**src/rtl/ms_fpu_mul_div.sv**
```systemverilog
// Iterative mantissa multiplier/divider serving the FPU MulDiv request interface.
// Shift-add multiply at CMulBitsPerClk bits per step; restoring divide at 1 bit per step.
module ms_fpu_mul_div #(
  parameter int CMulBitsPerClk = 1
) (
  input  logic        AClkH,
  input  logic        AResetH,
  input  logic        AClkHEn,
  input  logic [31:0] AMulDivDataS,
  input  logic [31:0] AMulDivDataD,
  input  logic [1:0]  AMulDivStart,
  output logic [31:0] AMulDivDataH,
  output logic [31:0] AMulDivDataR,
  output logic        AMulDivWrEn
);

  localparam int MulSteps = 24 / CMulBitsPerClk;
  localparam logic [4:0] MulCntInit = 5'(MulSteps - 1);
  localparam logic [4:0] DivCntInit = 5'd28;

  typedef enum logic [1:0] {IDLE, MUL, DIV, DONE} state_t;

  state_t      state, state_nxt;
  logic [23:0] ms;
  logic [47:0] mcand, prod, partial;
  logic [23:0] mq;
  logic [25:0] rem, two_s, r_sub;
  logic [28:0] quo;
  logic [4:0]  cnt;
  logic        op_div;
  logic        q_bit;

  logic start_mul, start_div, start_any;
  logic load, step_mul, step_div, commit;

  // Operand bits [31:24] carry exponent/sign fields the FPU handles itself.
  logic unused_hi;
  assign unused_hi = ^{AMulDivDataS[31:24], AMulDivDataD[31:24]};

  assign start_mul = AMulDivStart[0];
  assign start_div = (AMulDivStart == 2'b10);
  assign start_any = start_mul | start_div;

  always_ff @(posedge AClkH) begin
    if (AResetH)      state <= IDLE;
    else if (AClkHEn) state <= state_nxt;
  end

  always_comb begin
    state_nxt = state;
    if (start_any) begin
      state_nxt = start_mul ? MUL : DIV;
    end else begin
      case (state)
        MUL, DIV: if (cnt == 5'd0) state_nxt = DONE;
        DONE:     state_nxt = IDLE;
        default:  state_nxt = IDLE;
      endcase
    end
  end

  // A new start always wins over any in-flight step or pending commit.
  always_comb begin
    load     = start_any;
    step_mul = (state == MUL)  && !start_any;
    step_div = (state == DIV)  && !start_any;
    commit   = (state == DONE) && !start_any;
  end

  always_comb begin
    partial = '0;
    for (int i = 0; i < CMulBitsPerClk; i++) begin
      if (mq[i]) partial = partial + (mcand << i);
    end
  end

  assign two_s = {1'b0, ms, 1'b0};
  assign q_bit = (rem >= two_s);
  assign r_sub = q_bit ? (rem - two_s) : rem;

  always_ff @(posedge AClkH) begin
    if (AResetH) begin
      ms           <= '0;
      mcand        <= '0;
      mq           <= '0;
      prod         <= '0;
      rem          <= '0;
      quo          <= '0;
      cnt          <= '0;
      op_div       <= 1'b0;
      AMulDivDataR <= '0;
      AMulDivDataH <= '0;
      AMulDivWrEn  <= 1'b0;
    end else if (AClkHEn) begin
      AMulDivWrEn <= commit;
      if (load) begin
        ms     <= AMulDivDataS[23:0];
        mcand  <= {24'h0, AMulDivDataS[23:0]};
        mq     <= AMulDivDataD[23:0];
        prod   <= '0;
        rem    <= {2'b00, AMulDivDataD[23:0]};
        quo    <= '0;
        cnt    <= start_mul ? MulCntInit : DivCntInit;
        op_div <= !start_mul;
      end
      if (step_mul) begin
        prod  <= prod + partial;
        mcand <= mcand << CMulBitsPerClk;
        mq    <= mq >> CMulBitsPerClk;
        cnt   <= cnt - 5'd1;
      end
      if (step_div) begin
        quo <= {quo[27:0], q_bit};
        // Final step leaves rem at twice the true remainder; no shift.
        rem <= (cnt == 5'd0) ? r_sub : {r_sub[24:0], 1'b0};
        cnt <= cnt - 5'd1;
      end
      if (commit) begin
        if (!op_div) begin
          AMulDivDataR <= {3'h0, prod[47:19]};
          AMulDivDataH <= {13'h0, prod[18:0]};
        end else if (ms == 24'h0) begin
          AMulDivDataR <= 32'h1FFF_FFFF;
          AMulDivDataH <= '0;
        end else begin
          AMulDivDataR <= {3'h0, quo};
          AMulDivDataH <= {7'h0, rem[25:1]};
        end
      end
    end
  end

endmodule
```
**config.mk**
```make
export PLATFORM = sky130hd
export DESIGN_NAME = ms_fpu_mul_div
export DESIGN_NICKNAME = d
export VERILOG_FILES = /design/src/rtl/ms_fpu_mul_div.sv
export SDC_FILE = /design/constraint.sdc
export NUM_CORES = 1
export LEC_CHECK = 0
export CORE_ASPECT_RATIO = 0.5
export CORE_MARGIN = 2
export CORE_UTILIZATION = 40
export CTS_BUF_LIST = sky130_fd_sc_hd__clkbuf_2 sky130_fd_sc_hd__clkbuf_4 sky130_fd_sc_hd__clkbuf_8
export CTS_CLUSTER_SIZE = 25
export DETAILED_ROUTE_END_ITERATION = 7
export GPL_TIMING_DRIVEN = 1
export MAX_ROUTING_LAYER = met4
export PLACE_DENSITY = 0.59
export REMOVE_ABC_BUFFERS = 1
export SLEW_MARGIN = 0
export SYNTH_ARGS = -nofsm -noshare
export SYNTH_HDL_FRONTEND = slang
export SYNTH_SLANG_ARGS = --single-unit
export TNS_END_PERCENT = 5
```
**constraint.sdc**
```tcl
create_clock -name AClkH -period 7.2 [get_ports AClkH]
set_input_delay 1.08 -clock AClkH [delete_from_list [all_inputs] [get_ports AClkH]]
set_output_delay 1.08 -clock AClkH [all_outputs]
set_load 0.02 [all_outputs]
```
---- Yosys cells after proc, flatten, opt, wreduce, memory -nomap -nowiden ----
Cells that the tools add are included.
storage, ports and cells
  bits in registers ....................... 272
  word-level logic and storage cells ...... 67
  output and inout bits ................... 65
  input bits .............................. 69
operators by class
  reduce and logical (&&, ||, !) cells .... 18
  bitwise gates (word level) .............. 1
  equal/unequal tests ..................... 6
  magnitude comparators ................... 1
  multiplexer cells ....................... 25
  add/sub/neg operators ................... 3
operator list
  cell                   number
  $mux W48               5
  $mux W29               4
  $mux W26               4
  $mux W25               2
  $add A48 B48 Y48       1
  $mux W24               2
  $ge A26 B25 Y1         1
  $sub A26 B25 Y26       1
  $logic_not A24 Y1      1
  $mux W5                3
  $reduce_and A2 Y1      6
  $mux W2                4
  $eq A2 B2 Y1 const B   3
  $ne A3 B3 Y1 const B   2
  $logic_not A5 Y1       1
  $sub A5 B1 Y5 const B  1
  $mux W4                1
  $reduce_bool A2 Y1     2
  $logic_and A1 B1 Y1    3
  $reduce_and A3 Y1      1
  $reduce_bool A3 Y1     1
  $eq A2 B1 Y1 const B   1
  $logic_not A1 Y1       2
  $reduce_or A2 Y1       1
  $or A1 B1 Y1           1

---- Logic depth before layout (Yosys ltp) ----
Gate-level depths: netlist of run 1.
  depth in word-level cells ............... 6
  mapped depth ............................ 14
  gate-level depth less buffers ........... 12

---- Least setup slack after synthesis of run 1 ----
Ideal clock, no wire load.
  path type ............................... register to register
  start point ............................. register mq[0]
  end point ............................... register prod[36]
  setup time .............................. 0.129 ns
  cell stages (with the launch flop) ...... 14
  path buffers ............................ 1
  arrival ................................. 2.956 ns
  period minus slack after synthesis ...... 3.084 ns
  data required time ...................... 7.071 ns
  path slack .............................. 4.116 ns
  cell sequence ........................... dfxtp_1 -> clkbuf_1 -> and2_1 -> ha_1 -> fa_1 -> a21o_1 -> a221oi_2 -> o211ai_2 -> a2111oi_0 -> o31a_1 -> o211ai_1 -> a21boi_0 -> xor2_1 -> o21ai_0
between the ends
  cells in the longest elaborated chain, start to end .. 3
ends and longest elaborated chain
  what                    RTL line  source
  from (decl)             26        logic [23:0] mq;
  from (signal assigned)  99        mq <= AMulDivDataD[23:0];
  from (signal assigned)  109       mq <= mq >> CMulBitsPerClk;
  $mux W48                73        if (mq[i]) partial = partial + (mcand << i);
  $add A48 B48 Y48        107       prod <= prod + partial;
  $mux W48                106       if (step_mul) begin
  to (signal assigned)    107
  to (decl)               25        logic [47:0] mcand, prod, partial;
Every way passes these cells.
A chain may end at the register's enable or synchronous reset.

---- Worst setup path in the final report of run 1 ----
  start point ............................. input AMulDivStart[0]
  end point ............................... register prod[38]
between the ends
  cells in the longest elaborated chain, start to end .. 6
  elaborated cells between the ends (all ways) .. 7
  those cells by class .................... eq/ne: 1; mux: 1; bitwise: 1; reduce/logical: 4
ends and longest elaborated chain
  what                                 RTL line  source
  from (decl)                          11        input logic [1:0] AMulDivStart,
  $eq A2 B2 Y1                         41        assign start_div = (AMulDivStart == 2'b10);
  $or A1 B1 Y1 *                       42        assign start_any = start_mul | start_div;
  $logic_not A1 Y1                     65        step_mul = (state == MUL) && !start_any;
  $logic_and A1 B1 Y1                  65
  $reduce_bool A2 Y1 (no source line)  --
  $reduce_and A2 Y1 (no source line)   --
Mark *: on every way between the ends. The rest lies on a longest branch, timed or not.

==> results.yml, run 1 <==
outcome:
  status: "completed"
grt:
  grt_pass1_wl_um: 71500
  antenna_found_initial: 0
  grt_pass1_vias: 13100
  grt.overflow.total: 0
  grt_max_degree: 132
  track_usage: 0.229
yosys:
  synth_cell_type_count: 80
  synth_area_per_cell_um2: 7.99
  synthFlopType: "dfxtp_1"
  syn_inst: 1898
  synth_warnings: 0
  ys_async_sr_fraction: 0
  yosysTopAreaCell: "dfxtp_1"
  synth_edf_count: 0
  synth_seq_cells: 262
  ys_seq_area_frac: 0.346
  synth.area.top_cells: "dfxtp_1, ha_1, nor2_1, a21oi_1, nand2_1"
  netlist_area_mm2: 0.0152
  synth_top_area_share: 0.346
worst_hold_path:
  min_to: "AMulDivDataR[16]$_SDFFE_PP0P_"
  holdCritPathClass: "flop to flop"
  hp-start: "AMulDivDataR[16]$_SDFFE_PP0P_"
  holdPathStages: 2
detailed_routing:
  wl_met2_um: 19400
  drc_errors: 0
  drt_iter0_drc: 955
  highest_layer: "met4"
  wl_met3_um: 2300
  vias: 13900
  routed_wl_um: 44300
  post_drt_via_cell_ratio: 5.69
  wl_per_cell_um: 18.2
  first_pass_iters: 5
  wl_met1_um: 21800
  antenna_left: 0
worst_setup_path:
  path_class: "input port to flop"
  crit_required_ps: 7650
  rr_startpoint: "mq[0]$_SDFFE_PP0P_"
  path_max_fanout: 30
  cp-end-kind: "flop"
  critPathArrivalTime_ps: 4390
  regToRegEndpoint: "prod[36]$_SDFFE_PP0P_"
  startpoint_type: "input port"
  r2r_slack_ps: 3270
  reg2regPathDepth: 13
placed_design:
  port_buffers: 107
  routabilityCongestion: 0.912
  pre_cts_slack_ps: 2690
  place_hpwl_um: 29800
die:
  die_area_mm2: 0.0396
  initial_core_util: 0.406
  core_region_area_mm2: 0.0373
  rows: 50
  fp.dieH_um: 142
  die_w_um: 279
  ios: 134
timing:
  period_needed_ps: 3940
  worst_slack_ps: 3260
  tightest_slew_ps: 1130
  relSlewSlack: 0.247
  finalHoldViolations: 0
  setup_tns_ps: 0
  post-route-period-util: 0.547
  rsz0062_at_grt: "no"
  setup-violations-final: 0
  fmax_mhz: 254
  hold_slack_ps: 447
  finalClockSkew_ps: 40.7
  finalMaxSlewViolations: 0
pwr:
  peakVddDrop_v: 0.000105
  p_leak_nw: 6.46
  pwr_density_cell_mw_per_mm2: 200
layout:
  areaGrowthSynthToFinish_pct: 13.6
  fill_cells: 3812
  drive_gt1_frac: 0.0639
  diodes: 0
  nets: 2066
clock_network:
  ctsHtreeMaxLevel: 2
  cts_resized: 0
  cts_hold_buffers: 0
  clock_tree.root_cell: "clkbuf_8"
  clock_path_buffers: 3
  cts_sinks: 262
  clk_pin_slew_ps: 60
  cts_setup_buffers: 0
  cts_buffers: 42
  cts_tree: "done"
  clkLatencyLatePin_ps: 610
flow_run:
  drv_cap: 0
## flip-flops by register name (all words and copies together), names as in the netlist
register	count
quo	29
mcand	48
cnt	5
AMulDivWrEn	1
prod	48
ms	24
AMulDivDataH	25
mq	24
AMulDivDataR	29
op_div	1
state	2
rem	26
## synth_stat cells (all sizes together), types with 42 or more instances
cell type,number
a211oi,73
a21oi,156
a22oi,76
and2,53
clkbuf,134
dfxtp,262
ha,75
inv,52
nand2,184
nor2,219
nor3,42
o21ai,107
## layout by cell type, fill, tap and decap left out, drive strengths merged, types with 31 or more instances in the layout
cell / netlist / final
nand2: 184 / 184
nand3: 38 / 38
ha: 75 / 75
nand3b: 41 / 41
xnor2: 34 / 34
a22oi: 76 / 76
nor2: 219 / 219
o221ai: 31 / 31
clkbuf: 134 / 62
o21ai: 107 / 107
and2: 53 / 53
dfxtp: 262 / 262
clkdlybuf4s50: 0 / 105
nor3: 42 / 42
a21oi: 156 / 156
inv: 52 / 52
a211oi: 73 / 73
a21o: 35 / 35
## power by group
part	switching, W	total [W]	internal (W)
sequential	0.0000428	0.00154	0.00150
clock	0.000614	0.00130	0.000682
combinational	0.000375	0.000611	0.000237
## per-stage QoR
| stage | utilization | power [W] | instances | instance area, um^2 |
|---|---|---|---|---|
| detailed placement | 0.440 | 0.00217 | 2370 | 16400 |
| floorplan | - | 0.00197 | 1752 | 14600 |
| finish | 0.461 | 0.00345 | 2435 | 17200 |
| CTS | 0.461 | 0.00348 | 2435 | 17200 |
| global route | 0.461 | 0.00361 | 2435 | 17200 |
| global placement | 0.440 | 0.00217 | 2370 | 16400 |
## metal layers
layer | track usage | vias up
li1 | - | 6943
met3 | 0.0395 | 59
met2 | 0.351 | 275
met5 | - | -
met4 | 0.0555 | 0
met1 | 0.314 | 6580
## worst max path at each step
stage,startpoint,endpoint,depth (start not counted)
floorplan,AMulDivStart[1],prod[45]$_SDFFE_PP0P_,6
global placement,AMulDivStart[0],prod[38]$_SDFFE_PP0P_,9
detailed placement,AMulDivStart[0],prod[38]$_SDFFE_PP0P_,9
CTS,mq[0]$_SDFFE_PP0P_,prod[36]$_SDFFE_PP0P_,13
global route,mq[0]$_SDFFE_PP0P_,prod[36]$_SDFFE_PP0P_,13
finish,AMulDivStart[0],prod[38]$_SDFFE_PP0P_,9
## worst max-delay path, cell delays in order
cell	delay [ps]
clkdlybuf4s50_1	690
or2_2	660
o21a_2	630
buf_4	450
nor2_1	70
buf_4	250
and2_1	200
a311oi_1	230
nand3_1	100
## area by class of cell
type / instances / area [um^2] / share of cell area
clock buffer: 61 / 777 / 0.0451
clock inverter: 4 / 20.0 / 0.00116
inverter: 52 / 195 / 0.0113
tap: 494 / 618 / 0.0359
sequential: 262 / 5250 / 0.304
timing repair buffer: 124 / 1210 / 0.0702
multi-input combinational: 1438 / 9160 / 0.532
## cell families after synthesis
logic type | after synthesis | share of synthesized area
xor+xnor | 57 | 0.0329
buf+inv | 207 | 0.0552
compound gates | 626 | 0.284
simple gates | 644 | 0.200
flops | 262 | 0.346
mux | 24 | 0.0167
fa+ha+maj | 77 | 0.0645
other cells | 1 | 0.000247
(Power assumes the default switching activity.)
==> inputs of run 2 (changes only) <==
--- a/config.mk
+++ b/config.mk
@@ -13,7 +13,7 @@
 export DETAILED_ROUTE_END_ITERATION = 7
 export GPL_TIMING_DRIVEN = 1
 export MAX_ROUTING_LAYER = met4
-export PLACE_DENSITY = 0.59
+export PLACE_DENSITY = 0.61
 export REMOVE_ABC_BUFFERS = 1
 export SLEW_MARGIN = 0
 export SYNTH_ARGS = -nofsm -noshare
==> constraint.sdc (replaced) <==
create_clock -name AClkH -period 3.5 [get_ports AClkH]
set_input_delay 0.525 -clock AClkH [delete_from_list [all_inputs] [get_ports AClkH]]
set_output_delay 0.525 -clock AClkH [all_outputs]
set_load 0.02 [all_outputs]
==> results.yml, run 2 (synthesis results as in run 1) <==
worst_setup_path:
  path_class: "flop to flop"
  crit_top_cell: "a21oi_1"
  startpoint_type: "flop"
  slowest_stage: "a2111o_1"
  rr_startpoint: "mq[0]$_SDFFE_PP0P_"
  path_max_fanout: 24
  crit_required_ps: 3950
  critPathArrivalTime_ps: 3730
  max_stage_delay_ps: 460
  startpoint: "mq[0]$_SDFFE_PP0P_"
  crit_chain: "buf_12, and2_1, ha_1, a21oi_1, a2111o_1, a31oi_2, a21oi_1, o2111ai_1, nand3_1, o311ai_2, o31a_1, o21ai_0"
  cp-end-kind: "flop"
layout:
  diodes: 0
  areaGrowthSynthToFinish_pct: 17.6
  layout_common_cells: "dfxtp_1, nor2_1, nand2_1"
  top_regs: "mcand x48, prod x48"
  design_area_mm2: 0.0178
  nets: 2122
  layout_commonest_cell: "dfxtp_1"
  fin_util: 0.477
  drive_gt1_frac: 0.0953
detailed_routing:
  antenna_left: 0
  post_drt_via_cell_ratio: 5.66
  wl_per_cell_um: 17.7
  drt_iter0_drc: 1021
  first_pass_iters: 5
  drc_errors: 0
  vias: 14100
  routed_wl_um: 44300
pwr:
  p_leak_nw: 6.82
  peakVddDrop_v: 0.000160
  pwr_density_cell_mw_per_mm2: 416
die:
  rows: 50
  fp.dieH_um: 142
  initial_core_util: 0.406
  die_w_um: 279
  core_region_area_mm2: 0.0373
  die_area_mm2: 0.0396
  ios: 134
clock_network:
  cts_tree: "done"
  clkLatencyLatePin_ps: 580
  cts_sinks: 262
  clock_tree.root_cell: "clkbuf_8"
  clock_path_buffers: 3
  cts_resized: 0
  cts_setup_buffers: 0
  ctsHtreeMaxLevel: 2
  clk_pin_slew_ps: 70
  cts_buffers: 43
  cts_hold_buffers: 0
timing:
  setup_tns_ps: 0
  period_needed_ps: 3280
  rsz0062_at_grt: "no"
  fmax_mhz: 305
  setup-violations-final: 0
  post-route-period-util: 0.938
  relSlewSlack: 0.434
  finalClockSkew_ps: 30.2
  finalMaxSlewViolations: 0
  tightest_slew_ps: 849
  finalHoldViolations: 0
worst_hold_path:
  holdCritPathClass: "input port to flop"
  hp-start: "AResetH"
grt:
  antenna_found_initial: 0
  track_usage: 0.229
  grt.overflow.total: 0
  grt_pass1_wl_um: 71700
  grt_max_degree: 172
  grt_pass1_vias: 13300
flow_run:
  drv_cap: 0
placed_design:
  place_hpwl_um: 31500
  routabilityCongestion: 0.918
  placed_area_mm2: 0.0169
  port_buffers: 107
outcome:
  status: "completed"
==> run 2: critical path: cells and delay by family, from the launching register on <==
family	cells	cell delay, ps
adders and majority gates	1	340
DFF	1	340
AOI/OAI and AO/OA	8	1950
buffers and inverters	1	160
and+or+nand+nor	2	350
==> run 2: worst paths after layout <==
path | cells after the start | endpoint | slack, ps
worst max register to register | 12 | prod[37]$_SDFFE_PP0P_ | 220
worst max-delay path | 12 | prod[37]$_SDFFE_PP0P_ | 220
worst min-delay path | 2 | quo[10]$_SDFFE_PP0P_ | 360
worst min register to register | 2 | AMulDivDataR[3]$_SDFFE_PP0P_ | 450
==> run 2: report_power, final <==
part           switching, W  leakage [nW]  internal, W
Clock               0.00129         0.492      0.00163
Combinational      0.000799          4.20     0.000544
Sequential        0.0000719          2.13      0.00308
==> run 2: stage by stage <==
stage | power [W] | std cells | setup WS [ps] | hold WS, ps
global route | 0.00777 | 2499 | 8.93 | 323
detailed placement | 0.00454 | 2425 | 121 | 443
CTS | 0.00749 | 2499 | 96.2 | 307
floorplan | 0.00405 | 1752 | -2010 | 433
finish | 0.00741 | 2499 | 217 | 362
global placement | 0.00454 | 2425 | 193 | 439
==> run 2: area by class of cell <==
class / count / area [um^2]
Clock buffer: 66 / 858
Clock inverter: 8 / 67.6
Fill cell: 3753 / 19500
Inverter: 52 / 195
Multi-Input combinational cell: 1438 / 9180
Sequential cell: 262 / 5250
Tap cell: 494 / 618
Timing Repair Buffer: 179 / 1660
==> run 2: per-layer routing <==
metal / GRT usage / share of wire / vias up / wire, um
met4: 0.0549 / 0.018 / 0 / 784
met5: - / 0 / - / 0
met2: 0.351 / 0.44 / 315 / 19400
met1: 0.316 / 0.49 / 6709 / 21900
li1: - / - / 7062 / -
met3: 0.0356 / 0.051 / 58 / 2250
